File: config.mk
export PLATFORM = sky130hd
export DESIGN_NAME = ram_rr_arbiter
export DESIGN_NICKNAME = d
export VERILOG_FILES = /design/src/rtl/ram_rr_arbiter.sv
export SDC_FILE = /design/constraint.sdc
export NUM_CORES = 1
export LEC_CHECK = 0
export ABC_AREA = 0
export BUFFER_PORTS_ARGS = -buffer_cell sky130_fd_sc_hd__buf_2
export CORE_MARGIN = 3
export CORE_UTILIZATION = 35
export DETAILED_ROUTE_END_ITERATION = 8
export PLACE_DENSITY = 0.89
export SYNTH_ARGS = -nofsm -noshare
export SYNTH_HDL_FRONTEND = slang
export SYNTH_SLANG_ARGS = --single-unit
export TNS_END_PERCENT = 5
File: constraint.sdc
create_clock -name clk -period 2.45 [get_ports clk]
set_clock_uncertainty 0.15 [all_clocks]
set_input_delay 0.6125 -clock clk [delete_from_list [all_inputs] [get_ports clk]]
set_output_delay 0.6125 -clock clk [all_outputs]
set_load 0.01 [all_outputs]
File: src/rtl/ram_rr_arbiter.sv
// Two-client round-robin arbiter in front of one single-port RAM, with bounded exclusive lock bursts.
// Latency: grant is combinational (same cycle as req); read data/rvalid return one cycle after the read grant.
// Backpressure: a request that is not granted simply stays pending; nothing is queued inside the arbiter.
module ram_rr_arbiter #(
  parameter int ADDR_WIDTH = 4,
  parameter int DATA_WIDTH = 8,
  parameter int LOCK_MAX   = 4
) (
  input  logic                  clk,
  input  logic                  rst_n,
  input  logic                  req0,
  input  logic                  we0,
  input  logic [ADDR_WIDTH-1:0] addr0,
  input  logic [DATA_WIDTH-1:0] wdata0,
  input  logic                  lock0,
  input  logic                  req1,
  input  logic                  we1,
  input  logic [ADDR_WIDTH-1:0] addr1,
  input  logic [DATA_WIDTH-1:0] wdata1,
  input  logic                  lock1,
  output logic                  gnt0,
  output logic                  gnt1,
  output logic                  rvalid0,
  output logic                  rvalid1,
  output logic [DATA_WIDTH-1:0] rdata0,
  output logic [DATA_WIDTH-1:0] rdata1,
  output logic                  ram_we,
  output logic [ADDR_WIDTH-1:0] ram_addr,
  output logic [DATA_WIDTH-1:0] ram_din,
  input  logic [DATA_WIDTH-1:0] ram_dout
);

  localparam int CNT_W = $clog2(LOCK_MAX + 1);
  localparam logic [CNT_W-1:0] CNT_MAX = CNT_W'(LOCK_MAX);

  typedef enum logic {OPEN, LOCKED} mode_t;

  mode_t            mode, mode_nxt;
  logic             prio, prio_nxt;
  logic             owner, owner_nxt;
  logic [CNT_W-1:0] cnt, cnt_nxt;
  logic             rv0, rv1;

  logic             lock_own;
  logic             req_own;
  logic             hold;
  logic             tie_prio;
  logic             win;
  logic             win_vld;
  logic             win_lock;

  // Arbitration and next-state: exclusive owner service while the lock holds, round-robin otherwise.
  always_comb begin
    gnt0      = 1'b0;
    gnt1      = 1'b0;
    mode_nxt  = mode;
    prio_nxt  = prio;
    owner_nxt = owner;
    cnt_nxt   = cnt;
    win       = 1'b0;
    win_vld   = 1'b0;
    win_lock  = 1'b0;
    lock_own  = owner ? lock1 : lock0;
    req_own   = owner ? req1 : req0;
    hold      = (mode == LOCKED) && lock_own && (cnt < CNT_MAX);
    // In the release cycle the non-owner gets the tie so it cannot be starved.
    tie_prio  = (mode == LOCKED) ? ~owner : prio;

    if (hold) begin
      // Counter runs whether or not the owner actually uses the slot.
      win     = owner;
      win_vld = req_own;
      cnt_nxt = cnt + 1'b1;
    end else begin
      win_vld  = req0 | req1;
      win      = (req0 & req1) ? tie_prio : req1;
      win_lock = win ? lock1 : lock0;
      mode_nxt = OPEN;
      cnt_nxt  = '0;
      if (win_vld) begin
        prio_nxt = ~win;
      end
      // The outgoing owner may not chain straight into another lock.
      if (win_vld && win_lock && !((mode == LOCKED) && (win == owner))) begin
        mode_nxt  = LOCKED;
        owner_nxt = win;
        cnt_nxt   = CNT_W'(1);
      end
    end

    if (rst_n && win_vld) begin
      gnt0 = ~win;
      gnt1 = win;
    end
  end

  // RAM port mux: granted client's fields, otherwise a harmless all-zero read.
  always_comb begin
    ram_we   = 1'b0;
    ram_addr = '0;
    ram_din  = '0;
    if (gnt0) begin
      ram_we   = we0;
      ram_addr = addr0;
      ram_din  = wdata0;
    end else if (gnt1) begin
      ram_we   = we1;
      ram_addr = addr1;
      ram_din  = wdata1;
    end
  end

  // State registers and read-return tagging.
  always_ff @(posedge clk or negedge rst_n) begin
    if (!rst_n) begin
      mode  <= OPEN;
      prio  <= 1'b0;
      owner <= 1'b0;
      cnt   <= '0;
      rv0   <= 1'b0;
      rv1   <= 1'b0;
    end else begin
      mode  <= mode_nxt;
      prio  <= prio_nxt;
      owner <= owner_nxt;
      cnt   <= cnt_nxt;
      rv0   <= gnt0 & ~we0;
      rv1   <= gnt1 & ~we1;
    end
  end

  assign rvalid0 = rv0;
  assign rvalid1 = rv1;
  assign rdata0  = ram_dout;
  assign rdata1  = ram_dout;

endmodule

==> results.yml, run 1 <==
route:
  drc: 0
  vias_per_cell: 5.553
  vias: 783
  drt-initial-drc-count: 11
  wl_per_cell_um: 18.01
  totalWireLength_um: 2540
  first_pass_iters: 4
  postRouteAntennaNets: 0
finish:
  final_nets: 159
  design_area_um2: 1013
  diodes: 0
  syn_to_final_growth_pct: 41.11
  drive_gt1_share_pct: 66.38
  layout.filler_cells: 179
  multi_input_area_um2: 426.7
  seqCellArea_um2: 201.4
power_and_ir_drop:
  vdd_drop_max_mv: 0.3533
  combPwrFrac_pct: 66.4
  p_sw_uw: 375.8
  p_int_uw: 560.5
  p_per_area_nw_per_um2: 923.8
  p_leak_nw: 0.5384
  pwr-share-seq_pct: 23.2
  clockPowerShare_pct: 10.5
  switching_share_pct: 40.13
clock_network:
  clk_pin_slew_worst_paths_ns: 0.06
  cts.hold.buffers_added: 0
  cts_buffers: 3
  ctsLongestPathBuffers: 2
  clockRootBuffer: "clkbuf_4"
  worstSkewPairLatency_ns: 0.25
  cts.sinks: 8
  htree_levels: 1
  cts_tree: "built"
timing:
  hold_viol_final: 0
  max_slew_margin_pct: 64.67
  tightest_slew_ns: 0.5300
  setup_viol_count_final: 13
  setup_slack_ns: -0.1382
  fin_crit_ns: 2.588
  slew_viol_final: 0
  fmax_ghz: 0.3864
  setup_tns_ns: -1.596
  min_period_over_period_pct: 105.6
  rsz0062_at_grt: "true"
yosys:
  synth_top_cell_by_area: "dfrtp_1"
  synth_most_common_cell: "buf_4"
  yosys-top-cells-count: "buf_4, a32o_1, dfrtp_1"
  yosys_warnings: 0
  synth_ff_type: "dfrtp_1"
  synth_edf_count: 0
  netlist_area_um2: 718.2
  synth.net_count: 115
  synthArstFlopShare_pct: 100.0
  syn_area_per_cell_um2: 9.705
  synthCells: 74
  synth_area_leaders: "dfrtp_1, a32o_1, buf_4, nor2b_1, and2_1"
  ys_seq_elements: 8
  synth_top_cell_area_share_pct: 27.87
  synth_seq_area_share_pct: 27.87
  synthDistinctLibCells: 30
placed_design:
  pre_cts_ws_ns: -0.1363
  place_area_um2: 903.4
  io_buffers: 48
  gp_congestion: 0.8415
floorplanning:
  rows: 15
  io_pins: 73
  dieArea_um2: 2632
  core_um2: 1839
  fp.dieH_um: 51.30
  initial_core_util_pct: 39.05
  die_x_um: 51.30
worst_setup_path:
  worstReg2RegEnd: "cnt[0]"
  timing.rr.start: "mode"
  startpoint: "lock0"
  cp_max_fo: 8
  ff2ff_setup_slack_ns: 0.55
  endpoint: "ram_addr[1]"
  slowest_stage: "o221a_4"
  slowest_delay_ns: 0.32
  critPathRequiredTime_ns: 1.69
  start_kind: "input port"
  crit_path_frequent_cell: "buf_2"
  critPathKind: "input port to primary output"
  ff2ff_path_depth: 6
  endpoint_kind: "primary output"
  critical_path_arrival_ns: 1.83
  crit_chain: "buf_2, nor2b_2, o21a_4, o221a_4, a32o_1, buf_2"
grt:
  overflow: 0
  grt_pass1_vias: 759
  grt_max_degree: 16
  grt.total_usage_pct: 18.50
  grt_pass1_wl_um: 3560
  antenna_found_initial: 0
hold_path:
  min_path_type: "input port to asynchronous set/reset pin"
run:
  maxCapViolCount: 0
outcome:
  status: "finished, violations left"
  failed_checks: "setup timing"
[cell families after synthesis]
| logic type | count (synthesis) | share of synthesized area (%) |
|---|---|---|
| buffers and inverters | 21 | 20.56 |
| adders and majority gates | 1 | 1.742 |
| and+or+nand+nor | 18 | 16.20 |
| DFF | 8 | 27.87 |
| AOI/OAI and AO/OA | 26 | 33.62 |
[timing repair]
action | in CTS | in global routing
endpoints found under the setup margin | 14 | 15
resized for setup | 6 | 8
pin swaps | 3 | 5
gates cloned | 1 | 0
setup buffers | 4 | 0
[flip-flops by register name, indices dropped and copies added, names as in the netlist]
name / count
rvalid1: 1
owner: 1
rvalid0: 1
cnt: 3
prio: 1
mode: 1
[power by group through the flow]
stage | combinational [mW] | clock [mW] | sequential (mW)
after floorplan | 0.321 | 0 | 0.205
after global placement | 0.469 | 0 | 0.209
after detailed placement | 0.492 | 0 | 0.216
after CTS | 0.583 | 0.101 | 0.212
after global routing | 0.658 | 0.109 | 0.223
final | 0.622 | 0.0979 | 0.217
[layout make-up]
class / instances / share of cell area (%)
repair buffers: 58 / 32.35
flip-flops and latches: 8 / 19.88
inverters: 1 / 0.3704
well taps: 25 / 3.086
clock buffers: 3 / 2.222
multi-input cells: 46 / 42.10
[per-stage QoR]
stage          utilization [%]  cells  hold slack, ns  total power [mW]
2_1_floorplan                -     74          0.1669            0.5261
4_1_cts                  53.95    141          0.1472            0.8972
5_1_grt                  55.10    141          0.1609            0.9894
3_5_place_dp             49.12    133          0.3060            0.7085
6_report                 55.10    141          0.1478            0.9363
3_3_place_gp             49.12    133          0.2889            0.6780
[critical path: cells and delay by family]
| family | cells | cell delay (ns) |
|---|---|---|
| AND/OR/NAND/NOR | 1 | 0.17 |
| AO/OA/AOI/OAI | 3 | 0.77 |
| buffers and inverters | 2 | 0.26 |
[cell usage in the layout, fill, tap and decap left out, drive strengths merged]
| cell | count |
|---|---|
| and2 | 5 |
| a32o | 13 |
| a21o | 2 |
| dfrtp | 8 |
| a311o | 1 |
| nor2b | 6 |
| a22o | 1 |
| a211oi | 1 |
| a2bb2oi | 1 |
| nand2 | 2 |
| and4bb | 1 |
| ha | 1 |
| o21ai | 2 |
| o31a | 1 |
| clkbuf | 3 |
| a21oi | 1 |
| nand3b | 1 |
| o21a | 1 |
| inv | 1 |
| o221a | 2 |
| nor2 | 2 |
| and3b | 1 |
| a21boi | 1 |
| buf | 58 |
[per-layer routing]
metal  part of all wire [%]  wire length [µm]  vias to the layer above  track usage (%)
li1                       -                 -                      362                -
met5                      0                 0                        -                0
met4                      0                 0                        0            5.240
met1                     36               924                      389            20.61
met3                    5.6               142                        0            4.373
met2                     58              1473                       32            34.55
[worst min path at each step]
stage | startpoint | cells after the start | endpoint
6_report | rst_n | 2 | rvalid0
4_1_cts | rst_n | 2 | cnt[2]
2_1_floorplan | rst_n | 0 | cnt[0]
3_5_place_dp | cnt[0] | 1 | cnt[0]
3_3_place_gp | cnt[0] | 1 | cnt[0]
5_1_grt | rst_n | 2 | rvalid0
Power figures use the tool's default switching activity.
==> run 2, diff against run 1 <==
- BUFFER_PORTS_ARGS: -buffer_cell sky130_fd_sc_hd__buf_2 -> unset
- CORE_UTILIZATION: 35 -> 55
- DONT_BUFFER_PORTS: unset -> 1
- PLACE_DENSITY: 0.89 -> 0.8
==> run 2 against run 1 <==
Sequential share of layout area rose by 6.8 points. Count of clock-buffer cells in the layout did not move. Largest cell class unchanged. Total power fell by 14%. Maximum frequency rose by 3.7%. Worst setup slack improved by 0.093 ns. Global-route usage rose by 2.3 points. The run still ends with setup timing left. Wire length fell by 24%. First-iteration DRC count rose by 55%. Via count fell by 20%. Cell count fell by 43%. Utilization rose by 9.3 points.
==> results.yml, run 2 (synthesis results as in run 1) <==
worst_setup_path:
  critPathRequiredTime_ns: 1.69
  worstReg2RegEnd: "cnt[0]"
  endpoint_kind: "primary output"
  critical_path_arrival_ns: 1.73
  crit_chain: "buf_4, nor2b_2, o31a_1, o221a_4, a32o_2"
  cp_max_fo: 6
  ff2ff_path_depth: 7
  slowest_delay_ns: 0.36
  ff2ff_setup_slack_ns: 0.51
  start_kind: "register"
  slowest_stage: "dfrtp_1"
  critPathKind: "register to primary output"
  timing.rr.start: "mode"
run:
  maxCapViolCount: 0
finish:
  drive_gt1_share_pct: 47.76
  syn_to_final_growth_pct: 5.052
  regMostFlops: "cnt"
  diodes: 0
  final_cell_count_no_fill: 81
  largest_register_ffs: 3
  final_nets: 110
  most-common-layout-cells: "a32o_1, dfrtp_1, a32o_2, buf_4, and2_1"
route:
  totalWireLength_um: 1936
  first_pass_iters: 4
  wl_per_cell_um: 23.90
  postRouteAntennaNets: 0
  drt-initial-drc-count: 17
  drc: 0
  vias_per_cell: 7.728
  vias: 626
clock_network:
  ctsLongestPathBuffers: 2
  clockRootBuffer: "clkbuf_4"
  htree_levels: 1
  worstSkewPairLatency_ns: 0.25
  cts_tree: "built"
  cts.sinks: 8
  cts_buffers: 3
  clk_pin_slew_worst_paths_ns: 0.05
timing:
  setup_slack_ns: -0.04562
  slew_viol_final: 0
  setup_viol_count_final: 13
  hold_viol_final: 0
  fmax_ghz: 0.4007
  tightest_slew_ns: 0.4676
  max_slew_margin_pct: 68.82
  fin_hold_ws_ns: 0.2745
  min_period_over_period_pct: 101.9
  fin_crit_ns: 2.496
  rsz0062_at_grt: "true"
placed_design:
  dp_hpwl_um: 1181
  io_buffers: 0
  pre_cts_ws_ns: 0.03473
  gp_congestion: 0.9531
  dp.cells: 70
floorplanning:
  rows: 12
  fp.dieH_um: 42.14
  dieArea_um2: 1775
  die_x_um: 42.14
  initial_core_util_pct: 61.32
  io_pins: 73
  core_um2: 1171
outcome:
  status: "finished, violations left"
  failed_checks: "setup timing"
grt:
  grt_max_degree: 16
  grt.total_usage_pct: 20.83
  antenna_found_initial: 0
  grt_pass1_vias: 638
  overflow: 0
  grt_pass1_wl_um: 2884
hold_path:
  worstHoldStart: "we1"
  min_path_type: "input port to register"
  holdPathEnd: "rvalid1"
  hold_path_depth: 1
power_and_ir_drop:
  total_power_uw: 807.1
  vdd_drop_max_mv: 0.4744
  p_per_area_nw_per_um2: 1070
  p_leak_nw: 0.3494
==> run 2: cell count changes in the layout (fill, tap and decap cells not counted), sizes merged <==
cell / delta
a21o: +1
buf: -52
clkinv: +1
dlygate4sd3: +1
inv: -1
o221a: +1
==> run 2: area by class of cell <==
type                            instances  area (µm²)
Clock buffer                            3       22.52
Fill cell                              99       416.7
Inverter                                1       3.754
Multi-Input combinational cell         48       454.2
Sequential cell                         8       201.4
Tap cell                               14       17.52
Timing Repair Buffer                    7       55.05
==> run 2: metal layers <==
layer	GRT usage (%)	routed length, µm	vias up
met3	5.150	201	12
met2	33.64	964	40
li1	-	-	267
met4	15.53	46	0
met5	0	0	-
met1	23.38	724	307
==> run 2: worst max-delay path by stage <==
stage	from	endpoint
3_3_place_gp	lock1	ram_din[2]
3_5_place_dp	lock1	ram_din[7]
4_1_cts	mode	ram_din[7]
6_report	mode	ram_din[7]
5_1_grt	mode	ram_din[7]
2_1_floorplan	lock1	ram_addr[0]
==> run 2: critical path, delay by kind of cell, from the launching register on <==
family,cells,cell delay (ns)
and+or+nand+nor,1,0.04
buffers and inverters,1,0.13
DFF,1,0.36
AOI/OAI and AO/OA,3,0.94
==> run 2: report_power, final <==
| part | total (mW) | internal [mW] | switching, mW |
|---|---|---|---|
| sequential | 0.219 | 0.177 | 0.0416 |
| clock | 0.0960 | 0.0557 | 0.0403 |
| combinational | 0.493 | 0.238 | 0.254 |
==> run 2: per-stage QoR <==
stage          utilization (%)  area (µm²)  TNS, ns
2_1_floorplan                -       718.2        0
5_1_grt                  64.42       754.5  -0.9943
3_5_place_dp             51.82       606.8        0
6_report                 64.42       754.5  -0.4445
3_3_place_gp             51.82       606.8        0
4_1_cts                  60.79       711.9  -0.6662
==> run 2: repair_timing <==
| action | 4_1_cts | 5_1_grt |
|---|---|---|
| gates resized for setup | 10 | 11 |
| pin swaps | 4 | 7 |
| setup buffers | 3 | 1 |
| gates cloned | 2 | 1 |
| hold endpoints to repair | 8 | 0 |
| endpoints found under the setup margin | 14 | 14 |
| hold buffers | 1 | 0 |
==> run 3, diff against run 2 <==
- CORE_MARGIN: 3 -> unset
- CORE_UTILIZATION: 55 -> 40
- PLACE_DENSITY: 0.8 -> 0.64
==> run 3 against run 2 <==
The flow still finishes with violations (setup timing). Sequential cell count is the same. Count of clock-buffer cells in the layout is the same. Critical path depth shrank 1. Global-route usage shrank 2.4 points. Hold slack lost 0.0019 ns. Clock power grew 4.0%. Non-clock buffer count grew 1. Worst setup slack gained 0.0051 ns. Critical path type unchanged. Highest routed layer unchanged. Via count shrank 6.1%.
==> results.yml, run 3 (synthesis results as in run 1) <==
route:
  wl_per_cell_um: 19.97
  drc: 0
  postRouteAntennaNets: 0
  first_pass_iters: 4
  vias: 588
  drt-initial-drc-count: 13
  totalWireLength_um: 1817
  vias_per_cell: 6.462
clock_network:
  clk_pin_slew_worst_paths_ns: 0.05
  clockRootBuffer: "clkbuf_4"
  worstSkewPairLatency_ns: 0.25
  cts_tree: "built"
  cts.sinks: 8
  ctsLongestPathBuffers: 2
  htree_levels: 1
  cts_buffers: 3
grt:
  use_met2_pct: 27.94
  antenna_found_initial: 0
  met3_usage_pct: 2.857
  grt_pass1_vias: 543
  grt.total_usage_pct: 18.42
  grt_max_degree: 16
  overflow: 0
  grtUsageMet1_pct: 23.41
  grt_pass1_wl_um: 2546
  top_usage_layer: "met2"
timing:
  fin_crit_ns: 2.491
  max_slew_margin_pct: 68.23
  rsz0062_at_grt: "true"
  hold_viol_final: 0
  slew_viol_final: 0
  setup_slack_ns: -0.04055
  fmax_ghz: 0.4015
  setup_tns_ns: -0.3130
  tightest_slew_ns: 0.4765
  min_period_over_period_pct: 101.7
  fin_hold_ws_ns: 0.2725
  setup_viol_count_final: 13
finish:
  most-common-layout-cells: "a32o_1, dfrtp_1, buf_4, and2_1, a32o_2"
  layout.filler_cells: 148
  final_cell_count_no_fill: 91
  regMostFlops: "cnt"
  diodes: 0
  multi_input_area_um2: 449.2
  final_nets: 110
  syn_to_final_growth_pct: 7.143
  seqCellArea_um2: 201.4
  drive_gt1_share_pct: 43.28
  largest_register_ffs: 3
  layout_commonest_cell: "a32o_1"
placed_design:
  gp_congestion: 0.8681
  io_buffers: 0
  dp.cells: 81
hold_path:
  hold_path_depth: 1
  min_path_type: "input port to register"
worst_setup_path:
  critPathKind: "register to primary output"
  ff2ff_path_depth: 6
  critPathRequiredTime_ns: 1.69
  cp_max_fo: 6
  critical_path_arrival_ns: 1.73
  endpoint_kind: "primary output"
  start_kind: "register"
floorplanning:
  initial_core_util_pct: 45.05
  io_pins: 73
  fp.dieH_um: 44.38
  rows: 14
  dieArea_um2: 1969
  core_um2: 1594
  die_x_um: 44.38
power_and_ir_drop:
  p_leak_nw: 0.3392
  p_per_area_nw_per_um2: 1052
  vdd_drop_max_mv: 0.4711
outcome:
  failed_checks: "setup timing"
  status: "finished, violations left"
run:
  maxCapViolCount: 0
[run 3: cell types whose count changed in the layout (fill, tap and decap cells not counted), sizes merged]
cell and delta:
buf +1, a21o -1
[run 3: metrics by stage]
stage          total power, mW  cell area, µm²  util [%]  worst slack [ns]
6_report                0.8092           769.5     48.27          -0.04055
5_1_grt                 0.8581           769.5     48.27          -0.09873
3_5_place_dp            0.5698           626.9     39.32           0.01921
3_3_place_gp            0.5597           626.9     39.32           0.06859
4_1_cts                 0.7520           719.4     45.13          -0.08258
2_1_floorplan           0.5261           718.2         -           0.01277
[run 3: area by class of cell]
class | instances | area share, %
Multi-Input combinational cell | 47 | 58.37
Timing Repair Buffer | 8 | 8.130
Inverter | 1 | 0.4878
Tap cell | 24 | 3.902
Sequential cell | 8 | 26.18
Clock buffer | 3 | 2.927
[run 3: power breakdown]
group / internal (mW) / switching, mW / leakage, nW
clock network: 0.0560 / 0.0438 / 0.0138
registers: 0.177 / 0.0405 / 0.101
logic: 0.248 / 0.244 / 0.224
[run 3: routing by layer]
metal / vias up / routed length [µm]
met4: 0 / 37
li1: 264 / -
met5: - / 0
met3: 6 / 127
met1: 278 / 715
met2: 40 / 936
[run 3: path summary, 6_finish.rpt]
path	startpoint	to	slack, ns
setup / recovery	mode	ram_we	-0.04
hold / removal	we1	rvalid1	0.27
setup reg to reg	mode	cnt[0]	0.53
hold reg to reg	cnt[0]	cnt[0]	0.32
max in group asynchronous	rst_n	owner	1.32
min in group asynchronous	rst_n	rvalid0	0.55
[run 3: critical path, stage by stage (launching register included)]
cell	delay (ns)
dfrtp_1	0.40
nor2b_4	0.14
o31a_1	0.35
o221a_4	0.33
a32o_2	0.26
[run 3: what timing repair did]
item	CTS	global route
buffers inserted	2	2
cloned	2	0
endpoints found under the setup margin	14	14
endpoints found under the hold margin	8	0
pin swaps	3	3
hold buffers	1	0
resized for setup	9	9
